[src/rtl/sat_cnt32.sv]
// 32-bit counter with synchronous clear and enable that sticks at all-ones.
module sat_cnt32 (
    input  logic        i_clk,
    input  logic        i_rst,
    input  logic        i_clr,
    input  logic        i_en,
    output logic [31:0] o_cnt
);

    logic [31:0] r_cnt;

    // Clear wins over a same-edge increment.
    always_ff @(posedge i_clk) begin
        if (i_rst) begin
            r_cnt <= '0;
        end else if (i_clr) begin
            r_cnt <= '0;
        end else if (i_en && (r_cnt != '1)) begin
            r_cnt <= r_cnt + 32'd1;
        end
    end

    assign o_cnt = r_cnt;

endmodule

[config.mk]
export PLATFORM = sky130hd
export DESIGN_NAME = sat_cnt32
export DESIGN_NICKNAME = d
export VERILOG_FILES = /design/src/rtl/sat_cnt32.sv
export SDC_FILE = /design/constraint.sdc
export NUM_CORES = 1
export LEC_CHECK = 0
export ABC_AREA = 1
export CELL_PAD_IN_SITES_DETAIL_PLACEMENT = 0
export CELL_PAD_IN_SITES_GLOBAL_PLACEMENT = 1
export CORE_MARGIN = 2
export CORE_UTILIZATION = 37
export CTS_CLUSTER_DIAMETER = 30
export DETAILED_ROUTE_END_ITERATION = 7
export GPL_ROUTABILITY_DRIVEN = 0
export PLACE_DENSITY_LB_ADDON = 0.1
export SYNTH_ARGS = -nofsm -noshare
export SYNTH_HDL_FRONTEND = slang
export SYNTH_SLANG_ARGS = --single-unit
[constraint.sdc]
create_clock -name i_clk -period 2 [get_ports i_clk]
set_input_delay 0.5 -clock i_clk [delete_from_list [all_inputs] [get_ports i_clk]]
set_output_delay 0.5 -clock i_clk [all_outputs]
set_load 0.02 [all_outputs]
==> results by stage, run 1 <==
CTS:
- Buffers inserted to repair hold after CTS numbered 0.
- The number of gates given a new drive strength after cts is 0.
- In this run the post-CTS setup repair buffer count came out at 0.
- The root buffer cell is sky130_fd_sc_hd__clkbuf_8.
- The TritonCTS sink count is 32.
- The H-tree was split into 2 levels.
- The clock buffer count from CTS is 5.
- The TritonCTS clock tree is built.
- Clock-pin slew was measured on the worst setup and hold paths at 70 ps.
- The maximum buffer depth of the clock tree is 2.
- The worst-skew pair later-pin latency is 280 ps.

Setup path:
- At the worst endpoint, the arrival time is 1380 ps.
- In this design, the largest share of critical-path delay is due to buffers and inverters.
- In this run the critical register-to-register path is captured at o_cnt[20].
- The critical path capture point is o_cnt[9].
- The critical path buffer and inverter count is 1.
- Traced cell by cell, the critical path runs through clkdlybuf4s50_1.
- The count of cell instances traversed by the critical path is 1.
- The slowest stage of the critical path is the sky130_fd_sc_hd__clkdlybuf4s50_1 cell.
- In this run the register-to-register setup slack is 240 ps.
- The startpoint identified for the worst register-to-register timing path is o_cnt[1].
- The worst register-to-register path has a depth of 8.
- At the worst endpoint, the required time is 1500 ps.
- The worst setup path is of the reg -> out kind.
- The worst setup path is captured at an output pin.
- Tracing the worst setup path back leads to its startpoint at o_cnt[9].
- STA classifies the critical path startpoint as a register.
- The maximum cell stage delay along the critical path is 650 ps.
- The highest fanout seen on the critical path is 5.

GRT:
- The number of global-route vias before repair is 1990.
- The number of antenna violations at the first check in global routing is 0.
- The largest net degree at the start of global routing is 28.
- The total global routing track utilization is 19.9%.
- The wire length of the first global-routing pass is 9.68 mm.
- The global route total overflow is 0.

Synth:
- After synthesis, the cell types taking the most area are sky130_fd_sc_hd__dfxtp_1 (31%), sky130_fd_sc_hd__nand2_1 (14%), sky130_fd_sc_hd__nor2_1 (12%).
- The synthesized design contains 32 register bits.
- The adder and majority cell fraction of the synthesized area is 0.597%.
- The count of warnings emitted by yosys is 0.
- The area fraction in and, or, nand and nor cells after synthesis is 52.7%.
- The area fraction in compound gates after synthesis is 7.52%.
- The area share of the largest cell type after synthesis is 30.6%.
- The synthesized area is 2100 um2.
- Of the total synthesized cell area, the portion taken by XOR and XNOR cells is 0.836%.
- The number of distinct library cell variants in the gate-level netlist after synthesis is 27.
- The multiplexer fraction of the synthesized cell area is 0%.
- The biggest area contributor in the post-synthesis netlist is sky130_fd_sc_hd__dfxtp_1.
- The number of nets produced by synthesis is 330.
- The part of the Yosys area used for sequential elements is 30.6%.
- Counting flops with an async set or reset pin after synthesis yields a share of 0%.
- The largest family of logic cells by synthesized area is simple AND/OR/NAND/NOR gates.
- The most frequently used flop master after synthesis is sky130_fd_sc_hd__dfxtp_1.
- Counting every instance in the synthesized netlist gives 325.
- The count of flip-flops with a built-in enable after synthesis is 0.
- Dividing the synthesized area by the synthesized cell count gives 6.45 um2.

Final layout:
- The sequential cells in the finished layout cover a total of 641 um2.
- The finished cells cover 2630 um2.
- Cells fill 48.0% of the core in the end.
- At the end of the flow, the number of nets in the layout was 373.
- The area used by multi-input combinational logic is 1290 um2.
- The growth of design area from synthesis to finish is 25.3%.
- The register with the most flip-flops in the layout has 32 of them.
- The number of fill cells in the layout is 603.
- In the final layout, the share of cells above drive strength 1 is 12.6%.
- The finished layout holds 438 standard cells, fillers aside.
- The number of antenna repair diodes is 0.

Timing:
- The post-route fraction of the period consumed by the critical path is 93.8%.
- The final period demand of the worst path is 1880 ps.
- The number of failing hold endpoints at the final stage is 0.
- The hold slack is 520 ps.
- The final setup violation count is 0.
- The remaining max-slew budget at the tightest pin is 76.6%.
- The highest clock rate is 533 MHz.
- Across the routed clock network, the largest skew measured is 7.20 ps.
- For the pin with the worst max-slew slack, the measured transition is 350 ps.
- Adding up every negative setup slack in the final design gives 0 ps.
- The number of slew-limit violations in the final report came to 0.
- Setup repair after global routing left no endpoint under its margin.

Place:
- After detailed placement, the total cell area comes to 2560 um2.
- The count of placed standard cells including taps is 433.
- The estimated wirelength of the detail-placed design is 4.42 mm.
- The count of buffers from port buffering is 35.

Outcome:
- The run finished with clean final reports.

Routing:
- The detailed router placed 2167 vias in this run.
- The total routed wirelength is 5.71 mm.
- The count of nets left with antenna violations once routing finished came out at 0.
- The first routing iteration left 79 violations.
- The post-detailed-route wirelength per cell is 13.0 um.
- After detailed routing, the number of vias per cell comes to 4.95.
- After detailed routing, the number of remaining DRC violations is 0.
- The first-pass detailed-route iteration total is 4.

Power:
- The total power divided by cell area is 442 nW/um2.
- The leakage power is 0.861 nW.
- The highest ir drop seen on vdd is 240 uV.

Die:
- The height of the chip is 79.3 um.
- From left edge to right edge, the die measures 79.3 um.
- The top-level port count is 36.
- The die covers 6280 um2.
- The total core area is 5470 um2.
- Row generation in the floorplan step produced 27 rows.
- The starting density of the core is 38.3%.

Run:
- The number of maximum-capacitance constraint violations is 0.

Min path:
- The worst hold path belongs to the class reg -> reg.
- The hold path startpoint is o_cnt[0].
-- placed cells by master (no fill, tap or decap), drive strengths merged, types with 2 or more instances in the layout --
master and count:
nand2 88, nor2 82, clkdlybuf4s50 35, nand3 35, dfxtp 32, inv 24
a21oi 23, nand4 14, buf 9, clkbuf 5, nor3 4, a31oi 4
nand3b 3, o21ai 2, and2 2
-- logic make-up after synthesis --
logic type,Yosys count
AO/OA/AOI/OAI,29
XOR/XNOR,2
buffers and inverters,32
AND/OR/NAND/NOR,229
adder cells (fa/ha/maj),1
flip-flops,32
-- power by group --
part	internal [W]	total, W	switching [W]	leakage (nW)
Sequential	0.000638	0.000640	0.00000145	0.258
Combinational	0.0000272	0.0000604	0.0000332	0.567
Clock	0.000224	0.000459	0.000235	0.0359
-- worst min path at each step --
stage / to / depth (start not counted) / slack, ps
floorplan: o_cnt[24] / 2 / 560
CTS: o_cnt[0] / 2 / 520
detailed placement: o_cnt[0] / 2 / 510
finish: o_cnt[0] / 2 / 520
global placement: o_cnt[1] / 2 / 500
global route: o_cnt[1] / 2 / 550
-- cells in the mapped netlist, drive strengths merged, types with 3 or more instances --
library cell and instances:
nand2 88, nor2 82, nand3 35, dfxtp 32, inv 24, a21oi 23
nand4 14, buf 7, a31oi 4, nor3 4, nand3b 3
-- layout make-up --
class,instances,share of cell area [%]
multi-input cells,261,49.2
flip-flops and latches,32,24.4
repair buffers,44,16.9
inverters,24,3.43
well taps,72,3.43
clock buffers,5,2.62
-- worst min-delay path: cells and delay by family (launching register included) --
kind	cells	cell delay [ps]
AOI/OAI and AO/OA	1	60
DFF	1	340
and+or+nand+nor	1	70
-- per-layer routing --
metal / up-vias / part of all wire (%) / GRT usage, %
li1: 1139 / - / -
met1: 976 / 50 / 27.3
met2: 48 / 46 / 31.9
met3: 4 / 3.7 / 3.75
met4: 0 / 0.79 / 5.52
met5: - / 0 / 0
-- stage by stage --
step,setup WS (ps),total power (W)
2_1_floorplan,318,0.000689
3_3_place_gp,6.18,0.000715
3_5_place_dp,-3.63,0.000715
4_1_cts,111,0.00117
5_1_grt,53.9,0.00121
6_report,124,0.00116
Note: power is estimated with default switching activity, not from simulation.
==> inputs of run 2 (changes only) <==
- GPL_TIMING_DRIVEN: not set -> 1
==> results of run 2 <==
Same layout as run 1: the final DEF is identical, and so are final timing and power.
==> inputs of run 3 (changes only) <==
- PLACE_DENSITY: not set -> 0.88
- PLACE_DENSITY_LB_ADDON: 0.1 -> not set
==> results by stage, run 3 (synthesis gave the netlist of run 1 again) <==
Power:
- The highest ir drop seen on vdd came to 220 uV (-8.3%).
- The total power consumption of the routed design is 0.00125 W (+7.6%).
- The total power divided by cell area was 475 nW/um2 (+7.6%).
- The leakage power is 0.861 nW (about the same).

Final layout:
- The growth of design area from synthesis to finish is 25.3% (unchanged).
- The most common cell after layout, fill and taps aside is sky130_fd_sc_hd__nand2_1.
- The number of antenna repair diodes is 0 (unchanged).
- The flip-flop count of the largest register, all copies and words added came to 32 (unchanged).
- The final layout net count is 371 (-0.54%).
- The summed area of non-filler cells in the final layout came to 2630 um2 (unchanged).
- The proportion of layout cells with a drive suffix above 1 is 12.6% (unchanged).
- The post-layout instance count excluding filler cells is 438 (unchanged).
- Leaving out fill and tap cells, the most frequent cells in the layout are sky130_fd_sc_hd__nand2_1 (79), sky130_fd_sc_hd__nor2_1 (67), sky130_fd_sc_hd__clkdlybuf4s50_1 (35).

Routing:
- The via density per instance came to 4.99 (+0.88%).
- The overall via count from detail_route came to 2186 (+0.88%).
- The post-detailed-route wirelength per cell was 12.8 um (-1.6%).
- The count of nets left with antenna violations after detail routing was 0 (unchanged).
- The total routed wirelength is 5.62 mm (-1.6%).
- The detailed router's first-iteration violation count is 90 (+14%).
- The first-pass detailed-route iteration total came to 4 (unchanged).
- The post-detailed-route DRC marker count was 0 (unchanged).

CTS:
- The TritonCTS sink count is 32 (unchanged).
- The worst-skew pair later-pin latency came to 290 ps (about the same).
- TritonCTS built the clock tree.
- The number of gates given a new drive strength after cts is 0 (unchanged).
- The number of H-tree levels is 2 (unchanged).
- The maximum buffer depth of the clock tree was 2 (unchanged).
- The root buffer cell is sky130_fd_sc_hd__clkbuf_8.
- The clock-pin slew reported for the worst setup and hold paths after clock tree synthesis is 70 ps (about the same).
- The count of hold-fix buffers inserted at cts was 0 (unchanged).
- The clock buffer count from CTS is 5 (unchanged).
- The number of buffers inserted to repair setup after CTS is 0 (unchanged).

Die:
- The height of the chip came to 79.3 um (unchanged).
- The total core area is 5470 um2 (unchanged).
- The die outline area was 6280 um2 (unchanged).
- The width of the die came to 79.3 um (unchanged).
- The top-level port count is 36 (unchanged).
- The starting density of the core is 38.3% (unchanged).
- The number of cell rows is 27 (unchanged).

GRT:
- The number of global-route vias before repair was 1975 (-0.75%).
- The global route total overflow is 0 (unchanged).
- The number of antenna violations at the first check in global routing is 0 (unchanged).
- The wire length of the first global-routing pass is 9.54 mm (-1.4%).
- The total global routing track utilization was 19.4% (-0.54 points).
- The largest net degree at the start of global routing came to 28 (unchanged).

Timing:
- The remaining max-slew budget at the tightest pin is 78.1% (+1.5 points).
- The post-route worst setup slack is 99.2 ps (-24.3 ps).
- The post-route fraction of the period consumed by the critical path is 95.0% (+1.2 points).
- The final setup violation count is 0 (unchanged).
- The clock skew is 4.14 ps (-3.06 ps).
- The transition time at the pin with the least slew margin was 329 ps (-20.9 ps).
- The number of failing hold endpoints at the final stage is 0 (unchanged).
- The final setup TNS is 0 ps (unchanged).
- The highest clock rate was 526 MHz (-1.3%).
- The final period demand of the worst path is 1900 ps (+24.3 ps).
- Setup repair after global routing left no endpoint under its margin.
- The number of slew-limit violations in the final report is 0 (unchanged).

Setup path:
- The highest fanout seen on the critical path is 5 (unchanged).
- The signal on the critical path passes through clkdlybuf4s50_1.
- The data arrival time of the worst path was 1400 ps (+20 ps).
- The maximum cell stage delay along the critical path is 660 ps (about the same).
- The slowest cell on the critical path is sky130_fd_sc_hd__clkdlybuf4s50_1.
- STA classifies the critical path endpoint as an output pin.
- STA classifies the critical path startpoint as a register.
- The gate family responsible for the most delay along the worst path is buffers and inverters.
- The critical path buffer and inverter count is 1 (unchanged).
- The category of the most critical setup path is reg -> out.
- The worst endpoint required time is 1500 ps (about the same).

Place:
- The worst setup slack after placement was 16.4 ps (+20.0 ps).
- The count of placed standard cells including taps was 431 (-0.46%).
- The placed standard-cell area is 2530 um2 (-1.1%).
- The estimated wirelength of the detail-placed design is 4.27 mm (-3.3%).
- The count of buffers from port buffering is 35 (unchanged).

Run:
- The number of maximum-capacitance constraint violations is 0 (unchanged).

Min path:
- The min-delay analysis places its worst path in the category reg -> reg.

Outcome:
- The flow ran to the end, and the final reports show no timing, DRC or antenna violations.
==> run 3: cell count changes in the layout (fill, tap and decap cells not counted) <==
cell,previous run,this run
sky130_fd_sc_hd__buf_12,2,1
sky130_fd_sc_hd__clkbuf_8,5,7
sky130_fd_sc_hd__buf_4,7,6
==> run 3: path summary, 6_finish.rpt <==
path | cells after the start | slack, ps | to | startpoint
worst max-delay path | 1 | 100 | o_cnt[16] | o_cnt[16]
worst min-delay path | 2 | 510 | o_cnt[24] | o_cnt[24]
worst max register to register | 8 | 220 | o_cnt[20] | o_cnt[1]
worst min register to register | 2 | 510 | o_cnt[24] | o_cnt[24]
==> run 3: cell type report <==
type | count | area (um2)
multi-input cells | 261 | 1290
repair buffers | 42 | 415
fillers | 599 | 2850
inverters | 24 | 90.1
flip-flops and latches | 32 | 641
well taps | 72 | 90.1
clock buffers | 7 | 96.3
==> run 3: worst reg2reg max path, stage by stage, from the launching register on <==
cell and delay, ps:
sky130_fd_sc_hd__dfxtp_1 410, sky130_fd_sc_hd__ha_1 230, sky130_fd_sc_hd__nand2_2 100, sky130_fd_sc_hd__nor2_4 140
sky130_fd_sc_hd__nand2_4 90, sky130_fd_sc_hd__nor2_4 120, sky130_fd_sc_hd__nand3b_4 280, sky130_fd_sc_hd__a21oi_1 260
sky130_fd_sc_hd__nor2_1 60
==> run 3: where the power goes <==
group	switching [W]	internal (W)	total, W	leakage (nW)
Sequential	0.00000164	0.000638	0.000640	0.258
Clock	0.000247	0.000307	0.000553	0.0503
Combinational	0.0000318	0.0000221	0.0000539	0.553
Total	0.000280	0.000967	0.00125	0.861
==> run 3: per-stage QoR <==
stage               hold slack, ps  util [%]
global placement               501      46.2
floorplan                      560         -
CTS                            513      48.0
global route                   544      48.0
detailed placement             503      46.2
finish                         509      48.0
==> run 3: metal layers <==
metal	up-vias	track usage [%]	part of all wire, %
li1	1130	-	-
met1	991	27.3	49
met2	61	29.7	45
met3	4	3.41	5.1
met4	0	6.55	1.1
met5	-	0	0
